==> config.mk <==
export PLATFORM = sky130hd
export DESIGN_NAME = ref_win_ctrl_flat
export DESIGN_NICKNAME = d
export VERILOG_FILES = /design/src/rtl/ref_win_ctrl_if.sv /design/src/rtl/ref_win_ctrl.sv /design/src/flat_wrapper.sv
export SDC_FILE = /design/constraint.sdc
export NUM_CORES = 1
export LEC_CHECK = 0
export ABC_CLOCK_PERIOD_IN_PS = 2250
export CORE_MARGIN = 2
export CORE_UTILIZATION = 42
export DETAILED_ROUTE_END_ITERATION = 10
export GPL_TIMING_DRIVEN = 1
export PLACE_DENSITY_LB_ADDON = 0.05
export SYNTH_ARGS = -nofsm -noshare
export SYNTH_HDL_FRONTEND = slang
export SYNTH_SLANG_ARGS = --single-unit
==> constraint.sdc <==
create_clock -name clk -period 2.25 [get_ports clk]
set_input_delay 0.45 -clock clk [delete_from_list [all_inputs] [get_ports clk]]
set_output_delay 0.45 -clock clk [all_outputs]
set_load 0.01 [all_outputs]
==> src/rtl/ref_win_ctrl_if.sv <==
// Reference-window bus: row loading into the bank RAMs and search reads toward the PE array.
// master = controller side, slave = RAM/PE/upstream side.
interface ref_win_ctrl_if #(
  parameter int NUM_BANKS = 32,
  parameter int AW        = 7,
  parameter int PRE_ROWS  = 4
);
  localparam int RRW = $clog2(PRE_ROWS + 1);

  logic                 load_valid;
  logic                 load_ready;
  logic                 step;
  logic [NUM_BANKS-1:0] bank_sel;
  logic [AW-1:0]        wr_addr;
  logic                 rd_en;
  logic [AW-1:0]        rd_addr;
  logic [RRW-1:0]       rd_rows;

  modport master (
    input  load_valid, step,
    output load_ready, bank_sel, wr_addr, rd_en, rd_addr, rd_rows
  );

  modport slave (
    output load_valid, step,
    input  load_ready, bank_sel, wr_addr, rd_en, rd_addr, rd_rows
  );
endinterface

==> src/rtl/ref_win_ctrl.sv <==
// Reference window controller: loads all bank rows group by group, primes the PE array
// with the first PRE_ROWS rows, then steps through the remaining rows on demand.
//
//   state    | meaning
//   ---------+-----------------------------------------------------------
//   S_IDLE   | waiting for i_start, all outputs low
//   S_LOAD   | accepting row beats, one bank group at a time
//   S_PRIME  | reading rows 0..PRE_ROWS-1 back to back
//   S_SEARCH | reading one further row per step request
//   S_DONE   | single-cycle completion pulse
//
// All outputs are registered and computed from the next state, so they line up with the
// state register. The write for the final load beat lands in the first PRIME cycle.
module ref_win_ctrl #(
  parameter int NUM_BANKS = 32,
  parameter int GROUP     = 4,
  parameter int DEPTH     = 96,
  parameter int AW        = 7,
  parameter int PRE_ROWS  = 4
) (
  input  logic           clk,
  input  logic           rst_n,
  input  logic           i_start,
  input  logic           i_abort,
  output logic           o_busy,
  output logic           o_done,
  ref_win_ctrl_if.master bus
);
  localparam int NGRP = NUM_BANKS / GROUP;
  localparam int GW   = (NGRP > 1) ? $clog2(NGRP) : 1;
  localparam int RRW  = $clog2(PRE_ROWS + 1);
  localparam logic [AW-1:0]        LAST_ROW = AW'(DEPTH - 1);
  localparam logic [AW-1:0]        LAST_PRE = AW'(PRE_ROWS - 1);
  localparam logic [GW-1:0]        LAST_GRP = GW'(NGRP - 1);
  localparam logic [NUM_BANKS-1:0] GRP_MASK = ~({NUM_BANKS{1'b1}} << GROUP);

  typedef enum logic [2:0] {S_IDLE, S_LOAD, S_PRIME, S_SEARCH, S_DONE} state_t;

  state_t               r_state, w_state_nxt;
  logic [GW-1:0]        r_grp;
  logic [AW-1:0]        r_row;
  logic [NUM_BANKS-1:0] r_bank_sel, w_bank_sel;
  logic [AW-1:0]        r_wr_addr, w_wr_addr;
  logic                 r_rd_en, w_rd_en;
  logic [AW-1:0]        r_rd_addr, w_rd_addr;
  logic [RRW-1:0]       r_rd_rows, w_rd_rows;
  logic                 r_load_ready, w_load_ready;
  logic                 r_busy, w_busy;
  logic                 r_done, w_done;
  logic                 w_accept;
  logic                 w_last_beat;

  // abort wins over an otherwise valid beat so nothing is written on the cancel cycle
  assign w_accept    = r_load_ready & bus.load_valid & ~i_abort;
  assign w_last_beat = w_accept && (r_grp == LAST_GRP) && (r_row == LAST_ROW);

  // state register
  always_ff @(posedge clk or negedge rst_n) begin
    if (!rst_n) r_state <= S_IDLE;
    else        r_state <= w_state_nxt;
  end

  // next-state decode; abort overrides every transition
  always_comb begin
    w_state_nxt = r_state;
    case (r_state)
      S_IDLE:   if (i_start) w_state_nxt = S_LOAD;
      S_LOAD:   if (w_last_beat) w_state_nxt = S_PRIME;
      S_PRIME:  if (r_rd_addr == LAST_PRE) w_state_nxt = (PRE_ROWS == DEPTH) ? S_DONE : S_SEARCH;
      S_SEARCH: if (r_rd_en && (r_rd_addr == LAST_ROW)) w_state_nxt = S_DONE;
      S_DONE:   w_state_nxt = S_IDLE;
      default:  w_state_nxt = S_IDLE;
    endcase
    if (i_abort) w_state_nxt = S_IDLE;
  end

  // next output values, derived from the state being entered
  always_comb begin
    w_bank_sel   = '0;
    w_wr_addr    = r_wr_addr;
    w_rd_en      = 1'b0;
    w_rd_addr    = r_rd_addr;
    w_rd_rows    = '0;
    w_load_ready = (w_state_nxt == S_LOAD);
    w_busy       = (w_state_nxt != S_IDLE);
    w_done       = (w_state_nxt == S_DONE);
    if (w_accept) begin
      w_bank_sel = GRP_MASK << (GROUP * int'(r_grp));
      w_wr_addr  = r_row;
    end
    case (w_state_nxt)
      S_IDLE: begin
        w_wr_addr = '0;
        w_rd_addr = '0;
      end
      S_PRIME: begin
        w_rd_en   = 1'b1;
        w_rd_rows = RRW'(PRE_ROWS);
        w_rd_addr = (r_state == S_PRIME) ? r_rd_addr + 1'b1 : '0;
      end
      S_SEARCH: begin
        w_rd_rows = RRW'(1);
        if ((r_state == S_SEARCH) && bus.step) begin
          w_rd_en   = 1'b1;
          w_rd_addr = r_rd_addr + 1'b1;
        end
      end
      default: ;
    endcase
  end

  // output registers and the group/row load counters
  always_ff @(posedge clk or negedge rst_n) begin
    if (!rst_n) begin
      r_grp        <= '0;
      r_row        <= '0;
      r_bank_sel   <= '0;
      r_wr_addr    <= '0;
      r_rd_en      <= 1'b0;
      r_rd_addr    <= '0;
      r_rd_rows    <= '0;
      r_load_ready <= 1'b0;
      r_busy       <= 1'b0;
      r_done       <= 1'b0;
    end else begin
      r_bank_sel   <= w_bank_sel;
      r_wr_addr    <= w_wr_addr;
      r_rd_en      <= w_rd_en;
      r_rd_addr    <= w_rd_addr;
      r_rd_rows    <= w_rd_rows;
      r_load_ready <= w_load_ready;
      r_busy       <= w_busy;
      r_done       <= w_done;
      if (w_state_nxt == S_IDLE) begin
        r_grp <= '0;
        r_row <= '0;
      end else if (w_accept) begin
        if (r_row == LAST_ROW) begin
          r_row <= '0;
          r_grp <= (r_grp == LAST_GRP) ? '0 : r_grp + 1'b1;
        end else begin
          r_row <= r_row + 1'b1;
        end
      end
    end
  end

  assign bus.load_ready = r_load_ready;
  assign bus.bank_sel   = r_bank_sel;
  assign bus.wr_addr    = r_wr_addr;
  assign bus.rd_en      = r_rd_en;
  assign bus.rd_addr    = r_rd_addr;
  assign bus.rd_rows    = r_rd_rows;
  assign o_busy         = r_busy;
  assign o_done         = r_done;
endmodule

==> src/flat_wrapper.sv <==
// flat-port wrapper written by rule: the top's interface ports become plain ports
module ref_win_ctrl_flat 
#(
  parameter int NUM_BANKS = 32,
  parameter int GROUP     = 4,
  parameter int DEPTH     = 96,
  parameter int AW        = 7,
  parameter int PRE_ROWS  = 4
)
  (clk, rst_n, i_start, i_abort, o_busy, o_done, bus_load_valid, bus_step, bus_load_ready, bus_bank_sel, bus_wr_addr, bus_rd_en, bus_rd_addr, bus_rd_rows);
  ref_win_ctrl_if #(.NUM_BANKS(NUM_BANKS), .AW(AW), .PRE_ROWS(PRE_ROWS)) bus_i ();
  input  logic clk;
  input  logic rst_n;
  input  logic i_start;
  input  logic i_abort;
  output logic o_busy;
  output logic o_done;
  input wire logic [$bits(bus_i.load_valid)-1:0] bus_load_valid;
  input wire logic [$bits(bus_i.step)-1:0] bus_step;
  output wire logic [$bits(bus_i.load_ready)-1:0] bus_load_ready;
  output wire logic [$bits(bus_i.bank_sel)-1:0] bus_bank_sel;
  output wire logic [$bits(bus_i.wr_addr)-1:0] bus_wr_addr;
  output wire logic [$bits(bus_i.rd_en)-1:0] bus_rd_en;
  output wire logic [$bits(bus_i.rd_addr)-1:0] bus_rd_addr;
  output wire logic [$bits(bus_i.rd_rows)-1:0] bus_rd_rows;
  assign bus_i.load_valid = bus_load_valid;
  assign bus_i.step = bus_step;
  assign bus_load_ready = bus_i.load_ready;
  assign bus_bank_sel = bus_i.bank_sel;
  assign bus_wr_addr = bus_i.wr_addr;
  assign bus_rd_en = bus_i.rd_en;
  assign bus_rd_addr = bus_i.rd_addr;
  assign bus_rd_rows = bus_i.rd_rows;
  ref_win_ctrl #(.NUM_BANKS(NUM_BANKS), .GROUP(GROUP), .DEPTH(DEPTH), .AW(AW), .PRE_ROWS(PRE_ROWS)) u_core (.clk(clk), .rst_n(rst_n), .i_start(i_start), .i_abort(i_abort), .o_busy(o_busy), .o_done(o_done), .bus(bus_i));
endmodule
After elaboration in Yosys (flattened, before gate mapping)
Index checks and enable logic that the tools add are counted.
{"block": "totals", "register_bits": 66, "elab_cells": 64, "in_bits": 6}
{"block": "op_classes", "eq_ne": 12, "reduce_logical": 12, "shift": 1, "addsub": 3, "mux": 22, "bitwise_logic": 3}
{"op": "$mux W7", "n": 7}
{"op": "$mux W32", "n": 1}
{"op": "$shl A4 B5 Y32 const A", "n": 1}
{"op": "$mux W3", "n": 9}
{"op": "$pmux W7 S3", "n": 1}
{"op": "$add A7 B1 Y7 const B", "n": 2}
{"op": "$eq A7 B7 Y1 const B", "n": 2}
{"op": "$eq A3 B2 Y1 const B", "n": 4}
{"op": "$pmux W3 S4", "n": 1}
{"op": "$eq A7 B2 Y1 const B", "n": 1}
{"op": "$eq A3 B1 Y1 const B", "n": 2}
{"op": "$eq A3 B3 Y1 const B", "n": 2}
{"op": "$logic_not A3 Y1", "n": 2}
{"op": "$pmux W3 S2", "n": 1}
{"op": "$reduce_bool A3 Y1", "n": 2}
{"op": "$logic_and A1 B1 Y1", "n": 4}
{"op": "$reduce_and A2 Y1", "n": 2}
{"op": "$reduce_bool A2 Y1", "n": 2}
{"op": "$add A3 B1 Y3 const B", "n": 1}
{"op": "$and A1 B1 Y1", "n": 2}
{"op": "$ne A2 B1 Y1 const B", "n": 1}
{"op": "$pmux W1 S2", "n": 1}
{"op": "$mux W1", "n": 1}
{"op": "$not A1 Y1", "n": 1}

Logic depth before layout (Yosys ltp)
{"block": "depth", "word_depth": 10, "depth_mapped": 8}

Worst setup path after synthesis
OpenSTA, ideal clock, no wires.
{"block": "synth_path", "path_kind": "register to register", "start": "register u_core.r_grp[0]", "end": "register u_core.r_rd_addr[0] (netlist: u_core.bus.rd_addr[0])", "n_path_buf": 1, "period_less_slack_ns": 2.123, "arrival_ns": 2.003, "setup_ns": 0.120, "path_stages_with_launch": 9, "setup_slack_ns": 0.127, "cell_sequence": "dfrtp_1 ha_1 ha_1 nand4b_4 nor4_4 o311ai_2 or2_1 buf_6 a31o_2"}
{"block": "synth_between", "elab_chain_cells": 9, "elab_cells_between_ends": 13}
{"element": "start, declared", "line": "ref_win_ctrl.sv:40", "text": "logic [GW-1:0] r_grp;"}
{"element": "start signal, assigned", "line": "ref_win_ctrl.sv:140", "text": "r_grp <= (r_grp == LAST_GRP) ? '0 : r_grp + 1'b1;"}
{"element": "$eq A3 B3 Y1 *", "line": "ref_win_ctrl.sv:55", "text": "assign w_last_beat = w_accept && (r_grp == LAST_GRP) && (r_row == LAST_ROW);"}
{"element": "$logic_and A1 B1 Y1 * (2 in series)", "line": "ref_win_ctrl.sv:55"}
{"element": "$mux W3 *", "line": "ref_win_ctrl.sv:68", "text": "S_LOAD: if (w_last_beat) w_state_nxt = S_PRIME;"}
{"element": "$pmux W3 S4 *", "line": "ref_win_ctrl.sv:66", "text": "case (r_state)"}
{"element": "$mux W3 *", "line": "ref_win_ctrl.sv:74", "text": "if (i_abort) w_state_nxt = S_IDLE;"}
{"element": "$eq A3 B2 Y1 or $logic_not A3 Y1 (tied branches)", "line": "ref_win_ctrl.sv:91", "text": "case (w_state_nxt)"}
{"element": "$ne A2 B1 Y1 (no line) or $reduce_bool A3 Y1 (tied branches)"}
{"element": "$reduce_and A2 Y1 (no line)"}
{"element": "end signal, assigned", "line": "ref_win_ctrl.sv:129", "text": "r_rd_addr <= w_rd_addr;"}
{"element": "end, declared", "line": "ref_win_ctrl.sv:45", "text": "logic [AW-1:0] r_rd_addr, w_rd_addr;"}
Mark *: on every way between the ends. The rest lies on a longest branch, timed or not.
A chain may end at the register's enable or synchronous reset.

Worst setup path in the final report
{"block": "layout_path", "start": "register u_core.r_rd_addr[1] (netlist: u_core.bus.rd_addr[1])", "end": "register u_core.r_rd_addr[5] (netlist: u_core.bus.rd_addr[5])"}
{"block": "layout_between", "elab_chain_cells": 8, "elab_cells_between_ends": 17}
{"element": "$eq A7 B7 Y1", "line": "ref_win_ctrl.sv:70", "text": "S_SEARCH: if (r_rd_en && (r_rd_addr == LAST_ROW)) w_state_nxt = S_DONE;"}
{"element": "$logic_and A1 B1 Y1", "line": "ref_win_ctrl.sv:70"}
{"element": "$mux W3", "line": "ref_win_ctrl.sv:70"}
{"element": "$pmux W3 S4", "line": "ref_win_ctrl.sv:66"}
{"element": "$mux W3", "line": "ref_win_ctrl.sv:74"}
{"element": "$eq A3 B2 Y1 or $logic_not A3 Y1 (tied branches)", "line": "ref_win_ctrl.sv:91"}
{"element": "$ne A2 B1 Y1 (no line) or $reduce_bool A3 Y1 (tied branches)"}
{"element": "$reduce_and A2 Y1 (no line)"}
Parallel ways exist; a longest one is shown, timed or not. The select of a mux whose other input is x is not followed.

==> results by group <==
Run
  • Max Cap Viol: 0

Clocking
  • Root Buffer: clkbuf_8
  • # H-tree levels: 2
  • CTS tree: done
  • Max clock buf depth: 2
  • Num CTS Buffers: 5
  • Worst-path clk slew: approximately 80 ps
  • Clock sink count: just over 40
  • Worst-Skew Late Latency: 290 ps
  • Post-CTS Hold Buffers: 0

Finish
  • Synth-to-Final Area Change: 32.6%
  • Most frequent cells in the layout: 56 x clkdlybuf4s50_1, 41 x dfrtp_1, 20 x nand2_1, 20 x buf_4, 16 x a21oi_1
  • Post-Layout Inst Area: ~3000 um2
  • Number of diodes: 0
  • Fillers: 489
  • Share of layout cells above drive strength 1: 0.171
  • Nets@finish: ~280
  • Most common cell after layout, fill and taps aside: clkdlybuf4s50_1

Drt
  • Pre-antenna DRT Iters: 4
  • Drt drc: 0
  • WL final: 4550 um
  • DRT antenna net count: 0
  • First DRT Iteration DRCs: 71
  • Detailed-route wire length per cell: 13.4 um
  • Vias post-DR: 1737
  • Avg Vias per Cell: 5.12

Critical path
  • CP delay by family, top: compound AO/OA/AOI/OAI gates
  • CP arrival: between 2000 and 2500 ps
  • CP peak stage delay: 490 ps
  • Worst path slowest cell: o21ai_2
  • CP Capture Type: flip-flop
  • Critical path, cell by cell: ha_1 > nand4_4 > o21ai_2 > nor2b_1 > o311ai_0 > o41ai_2
  • Crit-path max FO: 9
  • Levels on crit path: 6
  • Setup crit start kind: flip-flop
  • CP bufs+invs: 0
  • Setup Crit Path Kind: flip-flop to flip-flop
  • Worst path required time: about 2400 ps
  • Cells on worst reg2reg path: 6

Timing
  • Period minus WS final: ~2100 ps
  • RSZ-0062 raised after global routing: no
  • Final Slew Violations: 0
  • Final Cycle Share: 0.917
  • Final setup vio count: 0
  • Max transition margin: 0.655
  • Fmax: 485 MHz
  • Hold Violations, Final: 0
  • Final Skew: 8.66 ps
  • Slew of the pin with the lowest slew margin: 518 ps

Yosys
  • Async S/R FF share, synth: 1.00
  • Area share of the largest cell type after synthesis: 0.459
  • Post-synthesis cell type count: 45
  • Net count after synthesis: ~230
  • Syn Inst Count: 217
  • Ys flop type: dfrtp_1
  • Sequential share of the synthesized area: 0.459
  • Post-synth EDFFs: 0
  • Synth area leader: dfrtp_1
  • Post-Syn Area: about 2200 um2
  • Largest cells by area after synthesis: dfrtp_1 46%, buf_4 8.4%, ha_1 4.5%, o41ai_2 3.6%, a21oi_1 3.6%
  • Yosys warns: 0
  • Mapped Avg Cell Area: 10.3 um2
  • Seq cells post-synth: 41

Placement
  • Placement-stage cell area: 2820 um2
  • Port-buffer cells: 57
  • DP HPWL: ~3300 um
  • RePlAce Congestion: roughly 0.80

GRT
  • Initial antenna violation count: 0
  • Vias in the first global route: 1636
  • Largest net degree at the start of global routing: 42
  • First-pass GRT wire length: between 7000 and 8000 um
  • Congestion Overflow GR: 0
  • GR Util All Layers: 0.162

Power and ir drop
  • Total Power: 1.55 mW
  • Peak supply drop: 0.000412 V
  • PwrDens: 524 nW/um2
  • P_leak: 1.33 nW

Floorplan
  • Die Ht: 77.0 um
  • Core area: 5140 um2
  • Top-level port count: 59
  • Row Count: 26
  • Initial core utilization: 0.435
  • Width of the die: between 70 and 80 um
  • Die ar.: 5930 um2

Worst hold path
  • Class of the worst hold path: input pin to async pin

Outcome
  • Outcome: completed
## sequential cells by signal, indices dropped and copies added, names as in the netlist, 2 cells and up
| register | cells |
|---|---|
| u_core.bus.bank_sel | 8 |
| u_core.bus.rd_addr | 7 |
| u_core.bus.rd_rows | 2 |
| u_core.bus.wr_addr | 7 |
| u_core.r_grp | 3 |
| u_core.r_row | 7 |
| u_core.r_state | 3 |
## where the power goes
group / internal [mW] / switching, mW / leakage [nW] / total (mW)
Sequential: 0.742 / 0.00513 / 0.569 / 0.747
Combinational: 0.0447 / 0.0647 / 0.689 / 0.109
Clock: 0.441 / 0.257 / 0.0681 / 0.698
## final timing paths
kind / endpoint / slack (ps) / startpoint
setup / recovery: u_core.bus.rd_addr[5] / 190 / u_core.bus.rd_addr[1]
hold / removal: u_core.o_busy / 200 / rst_n
setup reg to reg: u_core.bus.rd_addr[5] / 190 / u_core.bus.rd_addr[1]
hold reg to reg: u_core.bus.wr_addr[4] / 520 / u_core.bus.wr_addr[4]
max in group asynchronous: u_core.r_state[2] / 1680 / rst_n
min in group clk: u_core.bus.wr_addr[4] / 520 / u_core.bus.wr_addr[4]
## worst register-to-register path, cell delays in order, from the launching register on
cell      delay (ps)
dfrtp_1          410
ha_1             250
nand4_4          160
o21ai_2          490
nor2b_1           90
o311ai_0         400
o41ai_2          130
## repair_timing
action,CTS,global route
gates resized for setup,1,3
setup buffers,0,0
gates cloned,0,0
pin swaps,0,1
endpoints found under the setup margin,4,7
## final cells by class
cell class              count  area, um2  share of cell area
repair buffers             77        716               0.241
clock inverters             3       65.1              0.0219
inverters                   8       30.0              0.0101
multi-input cells         135        972               0.328
flip-flops and latches     41       1030               0.346
clock buffers               5       68.8              0.0232
well taps                  70       87.6              0.0295
## kinds of logic after synthesis
family | count (synthesis) | synth area share
and+or+nand+nor | 81 | 0.215
AOI/OAI and AO/OA | 41 | 0.148
DFF | 41 | 0.459
buffers and inverters | 41 | 0.115
adders and majority gates | 8 | 0.0447
muxes | 3 | 0.0134
other | 1 | 0.00168
xor gates and xnor gates | 1 | 0.00392
## through the flow
stage	utilization	TNS [ps]	hold slack [ps]	worst slack [ps]	instances
after floorplan	-	0	154	127	217
after global placement	0.548	-1530	511	-273	331
after detailed placement	0.548	-1870	516	-309	331
after CTS	0.575	0	227	21.7	339
after global routing	0.577	0	240	21.0	339
final	0.577	0	203	187	339
## Yosys cell counts, types with 2 or more instances
cell type and count:
nor4_1 4, nor3b_1 2, o21bai_2 2, buf_4 25
nand3_1 5, o21ai_0 3, nand3b_1 3, or3_1 2
clkbuf_1 6, o41ai_2 5, o311ai_0 5, dfrtp_1 41
nand4b_1 2, nor3_1 6, nand2_1 20, nor2b_1 6
and3_1 7, inv_1 8, a21oi_1 16, o31ai_1 2
nor2_1 11, ha_1 8, mux2i_1 3, nand2b_1 4
## metal layers
| metal | up-vias | part of all wire | GRT usage |
|---|---|---|---|
| li1 | 844 | - | - |
| met1 | 824 | 0.43 | 0.200 |
| met2 | 65 | 0.51 | 0.284 |
| met3 | 4 | 0.061 | 0.0412 |
| met4 | 0 | 0.0055 | 0.0393 |
| met5 | - | 0 | 0 |
Note: power is estimated with default switching activity, not from simulation.
